===== src/rtl/stereo_pkg.sv =====
// stereo_pkg: shared types and widths for the stereo input/output synchronizers
package stereo_pkg;
    localparam int PIX_W        = 16;
    localparam int RESYNC_CNT_W = 16;
    typedef struct packed {
        logic             tuser;
        logic             tlast;
        logic [PIX_W-1:0] data;
    } pix_beat_t;
    typedef enum logic {SEEK, STREAM} insync_state_t;
endpackage


===== src/rtl/axis_sync_fifo.sv =====
// axis_sync_fifo: first-word-fall-through skew buffer
// ports: clk/rst_n (async active-low), push/wdata write side, pop/rdata head side, full/empty flags
module axis_sync_fifo #(
    parameter int WIDTH = 18,
    parameter int DEPTH = 16
) (
    input  logic             clk,
    input  logic             rst_n,
    input  logic             push,
    input  logic [WIDTH-1:0] wdata,
    input  logic             pop,
    output logic [WIDTH-1:0] rdata,
    output logic             full,
    output logic             empty
);
    localparam int AW = $clog2(DEPTH);
    logic [AW:0]      wr_q, wr_d, rd_q, rd_d;
    logic [WIDTH-1:0] mem_q [DEPTH];
    logic             wr_en, rd_en;
    assign empty = wr_q == rd_q;
    assign full  = (wr_q[AW] != rd_q[AW]) && (wr_q[AW-1:0] == rd_q[AW-1:0]);
    assign rdata = mem_q[rd_q[AW-1:0]];
    // a full buffer still takes a write in the cycle its head leaves
    always_comb begin
        rd_en = pop & !empty;
        wr_en = push & (!full | rd_en);
        wr_d  = wr_q + (AW+1)'(wr_en);
        rd_d  = rd_q + (AW+1)'(rd_en);
    end
    always_ff @(posedge clk or negedge rst_n) begin
        if (!rst_n) begin
            wr_q <= '0;
            rd_q <= '0;
        end else begin
            wr_q <= wr_d;
            rd_q <= rd_d;
        end
    end
    always_ff @(posedge clk) begin
        if (wr_en) mem_q[wr_q[AW-1:0]] <= wdata;
    end
endmodule


===== src/rtl/in_synch.sv =====
// in_synch: merges left/right camera AXI-Stream inputs into one frame-aligned {R,L} stream
// ports: aclk/aresetn; s_axis_l_*/s_axis_r_* camera inputs; m_axis_* combined output;
//        resync_cnt saturating mismatch count; synced high while streaming
module in_synch
    import stereo_pkg::*;
#(
    parameter int IN_WIDTH   = 16,
    parameter int FIFO_DEPTH = 16
) (
    input  logic                    aclk,
    input  logic                    aresetn,
    input  logic [IN_WIDTH-1:0]     s_axis_l_tdata,
    input  logic                    s_axis_l_tvalid,
    output logic                    s_axis_l_tready,
    input  logic                    s_axis_l_tlast,
    input  logic                    s_axis_l_tuser,
    input  logic [IN_WIDTH-1:0]     s_axis_r_tdata,
    input  logic                    s_axis_r_tvalid,
    output logic                    s_axis_r_tready,
    input  logic                    s_axis_r_tlast,
    input  logic                    s_axis_r_tuser,
    output logic [2*IN_WIDTH-1:0]   m_axis_tdata,
    output logic                    m_axis_tvalid,
    input  logic                    m_axis_tready,
    output logic                    m_axis_tlast,
    output logic                    m_axis_tuser,
    output logic [RESYNC_CNT_W-1:0] resync_cnt,
    output logic                    synced
);
    localparam int BW = IN_WIDTH + 2;
    logic [BW-1:0]           head_l, head_r;
    logic                    full_l, full_r, empty_l, empty_r, pop_l, pop_r;
    logic                    fire, agree, load, both_sof, run_q;
    insync_state_t           state_q, state_d;
    logic [2*IN_WIDTH-1:0]   tdata_q, tdata_d;
    logic                    tvalid_q, tvalid_d, tlast_q, tlast_d, tuser_q, tuser_d;
    logic [RESYNC_CNT_W-1:0] cnt_q, cnt_d;
    // run_q keeps both inputs stalled until the first clock after reset release
    assign s_axis_l_tready = run_q & !full_l;
    assign s_axis_r_tready = run_q & !full_r;
    axis_sync_fifo #(.WIDTH(BW), .DEPTH(FIFO_DEPTH)) u_fifo_l (
        .clk(aclk), .rst_n(aresetn), .push(s_axis_l_tvalid & s_axis_l_tready),
        .wdata({s_axis_l_tuser, s_axis_l_tlast, s_axis_l_tdata}), .pop(pop_l),
        .rdata(head_l), .full(full_l), .empty(empty_l)
    );
    axis_sync_fifo #(.WIDTH(BW), .DEPTH(FIFO_DEPTH)) u_fifo_r (
        .clk(aclk), .rst_n(aresetn), .push(s_axis_r_tvalid & s_axis_r_tready),
        .wdata({s_axis_r_tuser, s_axis_r_tlast, s_axis_r_tdata}), .pop(pop_r),
        .rdata(head_r), .full(full_r), .empty(empty_r)
    );
    // head layout: [BW-1]=tuser, [BW-2]=tlast, [IN_WIDTH-1:0]=pixel
    always_comb begin
        both_sof = !empty_l && !empty_r && head_l[BW-1] && head_r[BW-1];
        fire     = state_q == STREAM && !empty_l && !empty_r && (!tvalid_q || m_axis_tready);
        agree    = head_l[BW-1:BW-2] == head_r[BW-1:BW-2];
        load     = fire && agree;
        pop_l    = fire || (state_q == SEEK && !empty_l && !head_l[BW-1]);
        pop_r    = fire || (state_q == SEEK && !empty_r && !head_r[BW-1]);
        state_d  = (state_q == SEEK) ? (both_sof ? STREAM : SEEK) : ((fire && !agree) ? SEEK : STREAM);
        cnt_d    = (fire && !agree && cnt_q != '1) ? cnt_q + 1'b1 : cnt_q;
        tvalid_d = load || (tvalid_q && !m_axis_tready);
        tdata_d  = load ? {head_r[IN_WIDTH-1:0], head_l[IN_WIDTH-1:0]} : tdata_q;
        tlast_d  = load ? head_l[BW-2] : tlast_q;
        tuser_d  = load ? head_l[BW-1] : tuser_q;
    end
    always_ff @(posedge aclk or negedge aresetn) begin
        if (!aresetn) begin
            state_q  <= SEEK;
            run_q    <= 1'b0;
            cnt_q    <= '0;
            tvalid_q <= 1'b0;
            tdata_q  <= '0;
            tlast_q  <= 1'b0;
            tuser_q  <= 1'b0;
        end else begin
            state_q  <= state_d;
            run_q    <= 1'b1;
            cnt_q    <= cnt_d;
            tvalid_q <= tvalid_d;
            tdata_q  <= tdata_d;
            tlast_q  <= tlast_d;
            tuser_q  <= tuser_d;
        end
    end
    assign m_axis_tdata  = tdata_q;
    assign m_axis_tvalid = tvalid_q;
    assign m_axis_tlast  = tlast_q;
    assign m_axis_tuser  = tuser_q;
    assign resync_cnt    = cnt_q;
    assign synced        = state_q == STREAM;
endmodule


===== config.mk =====
export PLATFORM = sky130hd
export DESIGN_NAME = in_synch
export DESIGN_NICKNAME = d
export VERILOG_FILES = /design/src/rtl/stereo_pkg.sv /design/src/rtl/axis_sync_fifo.sv /design/src/rtl/in_synch.sv
export SDC_FILE = /design/constraint.sdc
export NUM_CORES = 1
export LEC_CHECK = 0
export BUFFER_PORTS_ARGS = -buffer_cell sky130_fd_sc_hd__buf_4
export CORE_MARGIN = 4
export CORE_UTILIZATION = 35
export DETAILED_ROUTE_END_ITERATION = 8
export GPL_ROUTABILITY_DRIVEN = 1
export PLACE_DENSITY = 0.52
export SLEW_MARGIN = 10
export SYNTH_ARGS = -nofsm -noshare
export SYNTH_HDL_FRONTEND = slang
export SYNTH_HIERARCHICAL = 1
export SYNTH_SLANG_ARGS = --single-unit

===== constraint.sdc =====
create_clock -name aclk -period 11.1 [get_ports aclk]
set_clock_uncertainty 0.1 [all_clocks]
set_input_delay 3.33 -clock aclk [delete_from_list [all_inputs] [get_ports aclk]]
set_output_delay 3.33 -clock aclk [all_outputs]
set_load 0.02 [all_outputs]

==> results.json <==
{
  "status": "complete, no violations",
  "drt-wirelength-per-cell_um": 24.3,
  "dp_hpwl_mm": 35.1,
  "hold_viol_final": 0,
  "worst-path-max-fanout": 36,
  "synth_top_area_cell": "edfxtp_1",
  "setup_viol": 0,
  "final.setup.tns_ps": 0,
  "period_share_pct": 58.3,
  "finish.utilization_pct": 41.1,
  "via_count": 12600,
  "stdcell_area_um2": 30100,
  "synth_edf_count": 576,
  "timing.rr.start": "u_fifo_l/rd_q[0]$_DFF_PN0_",
  "setup_ws_ps": 4630,
  "routed_wl_mm": 58.7,
  "worst_pin_slew_ps": 1240,
  "die_y_um": 280,
  "synthTopCellsByArea": "edfxtp_1 (67%), dfrtp_1 (7.0%), mux4_2 (6.1%), mux2i_1 (4.2%), mux4_1 (3.8%)",
  "synth-main-ff-cell": "edfxtp_1",
  "period_needed_ps": 6470,
  "timing.rr.end": "u_fifo_l/mem_q[2][4]$_DFFE_PP_",
  "maxCapViolCount": 0,
  "initial_core_util_pct": 35.5,
  "die_w_um": 280,
  "wirelength_met1_mm": 26.1,
  "critPathCaptureType": "output port",
  "top_layer_used": "met4",
  "first_global_vias": 13000,
  "syn_avg_cell_area_um2": 20.7,
  "r2r_slack_ps": 5620,
  "synth_cell_types": 52,
  "viasPerCell": 5.20,
  "synth.top_cells.by_count": "edfxtp_1 (576), mux2i_1 (108), dfrtp_1 (73)",
  "fin_cells": 2416,
  "ctsResizeCount": 0,
  "synth_seq_area_share_pct": 73.6,
  "ant_nets": 0,
  "core_um2": 73200,
  "synthCells": 1258,
  "synth_top_area_share_pct": 66.6,
  "cts_buffers": 72,
  "dr.pass1.iters": 5,
  "wl_met3_mm": 2.71,
  "fmax_ghz": 0.155,
  "critPathRequiredTime_ps": 7670,
  "placed_area_um2": 27800,
  "htreeDepth": 3,
  "endpoint": "s_axis_l_tready",
  "drtIter0Drc": 1025,
  "clock_latency_ps": 610,
  "grt_pass1_wl_mm": 88.3,
  "port-buffer-count": 94,
  "ir_drop_mv": 0.144,
  "rows": 99,
  "wl_met2_mm": 28.9,
  "grt_antenna_before_repair": 2,
  "async_flop_share_pct": 11.2,
  "die_area_um2": 78700,
  "clock_tree.buffer_depth": 3,
  "crit_start": "u_fifo_l/rd_q[0]$_DFF_PN0_",
  "clk_pin_slew_worst_paths_ps": 60,
  "rsz0062_at_grt": "no",
  "critPathArrivalTime_ps": 3040,
  "ys_warn_count": 6,
  "p_per_area_nw_per_um2": 259,
  "ctsHoldBuffers": 0,
  "hold_ws_ps": 394,
  "syn_nets": 1308,
  "grt_usage_pct": 15.1,
  "post_cts.repair.setup_buffers": 0,
  "hold_class": "reg2reg",
  "antenna_cells": 0,
  "criticalPathCategory": "reg2out",
  "netlist_area_um2": 26000,
  "grt_max_degree": 62,
  "ys_ff_latch": 649,
  "cts-root-buf": "clkbuf_16",
  "fillCellCount": 6406,
  "finalNetCount": 1449,
  "cts_sinks": 649,
  "area_growth_pct": 15.8,
  "yosysMostFrequentCell": "edfxtp_1",
  "ios": 95,
  "finalPower_mw": 7.78,
  "route.detailed.drc": 0,
  "worstSetupStartpointType": "flop",
  "overflow": 0,
  "dpl.cell_count": 2284,
  "maxSlewViolCount": 0,
  "maxSlewHeadroom_pct": 16.9,
  "pre_cts_slack_ps": 5130,
  "p_leak_nw": 10.3,
  "drive_gt1_share_pct": 27.9,
  "cts_tree": "built",
  "r2r_cells": 10,
  "place_congestion": 0.740
}
-- worst min path at each step --
stage / startpoint / endpoint / slack (ps) / depth (start not counted)
2_1_floorplan: u_fifo_l/rd_q[4]$_DFF_PN0_ / u_fifo_l/rd_q[4]$_DFF_PN0_ / 370 / 1
3_3_place_gp: u_fifo_l/rd_q[4]$_DFF_PN0_ / u_fifo_l/rd_q[4]$_DFF_PN0_ / 380 / 1
3_5_place_dp: u_fifo_r/rd_q[4]$_DFF_PN0_ / u_fifo_r/rd_q[4]$_DFF_PN0_ / 390 / 1
4_1_cts: u_fifo_r/rd_q[4]$_DFF_PN0_ / u_fifo_r/rd_q[4]$_DFF_PN0_ / 400 / 1
5_1_grt: u_fifo_r/rd_q[4]$_DFF_PN0_ / u_fifo_r/rd_q[4]$_DFF_PN0_ / 420 / 1
6_report: u_fifo_r/rd_q[4]$_DFF_PN0_ / u_fifo_r/rd_q[4]$_DFF_PN0_ / 390 / 1
-- cell usage in the layout, fill, tap and decap left out, drive strengths merged, types with 2 or more instances in the layout --
cell / netlist / final
nor4b: 4 / 4
bufinv: 0 / 3
and2b: 2 / 2
dfrtp: 73 / 73
nand2: 10 / 10
mux4: 108 / 108
clkbuf: 11 / 98
edfxtp: 576 / 576
and2: 5 / 5
nor2: 19 / 19
mux2: 36 / 36
clkinv: 0 / 28
ha: 9 / 9
nand3: 17 / 17
nand2b: 5 / 5
o31ai: 4 / 4
a22oi: 36 / 36
xor2: 20 / 20
mux2i: 108 / 108
buf: 59 / 137
nand3b: 4 / 4
nor4: 15 / 15
a32oi: 36 / 36
o311ai: 2 / 2
nand4: 7 / 7
nor2b: 4 / 4
nor3: 19 / 19
inv: 6 / 8
and3: 2 / 2
o21ai: 36 / 36
xnor2: 18 / 18
-- cells by family (layout without fill, tap and decap cells) --
kind of cell             after synthesis  after routing  synth area share [%]
XOR/XNOR                              38             38                  1.28
AO/OA/AOI/OAI                        115            115                  3.74
AND/OR/NAND/NOR                      118            118                  2.70
other                                  1              1                0.0144
flip-flops                           649            649                  73.6
adder cells (fa/ha/maj)                9              9                 0.433
multiplexers                         252            252                  16.1
buffers and inverters                 76            275                  2.17
-- worst max-delay path: stages (launching register included) --
cell	delay [ps]
dfrtp_4	720
buf_4	640
xnor2_1	150
nand4_1	310
nor2_1	80
nor2b_1	310
buf_4	210
-- state kept, by name, indices dropped and copies added, names as in the netlist, 5 cells and up --
name,flops
u_fifo_l/rd_q,5
u_fifo_l/mem_q,288
resync_cnt,16
m_axis_tdata,32
u_fifo_r/rd_q,5
u_fifo_r/wr_q,5
u_fifo_l/wr_q,5
u_fifo_r/mem_q,288
-- layer usage --
layer  up-vias  global-route usage, %
li1       5510                      -
met1      6688                   20.8
met2       278                   24.6
met3        84                   3.30
met4         0                   3.50
met5         -                      0
-- final cells by class --
class | count | area, um^2 | area share (%)
clock buffer | 98 | 1950 | 6.49
clock inverter | 34 | 278 | 0.924
inverter | 6 | 22.5 | 0.0749
multi-input combinational | 533 | 6450 | 21.5
sequential | 649 | 19100 | 63.6
tap | 959 | 1200 | 3.99
timing repair buffer | 137 | 1030 | 3.42
-- where the power goes --
group	switching, mW	leakage (nW)	total, mW	internal [mW]
registers	0.306	6.08	3.21	2.90
logic	1.26	3.12	2.32	1.05
clock network	0.947	1.08	2.26	1.31
No activity file was read; power rests on OpenSTA's default activity.
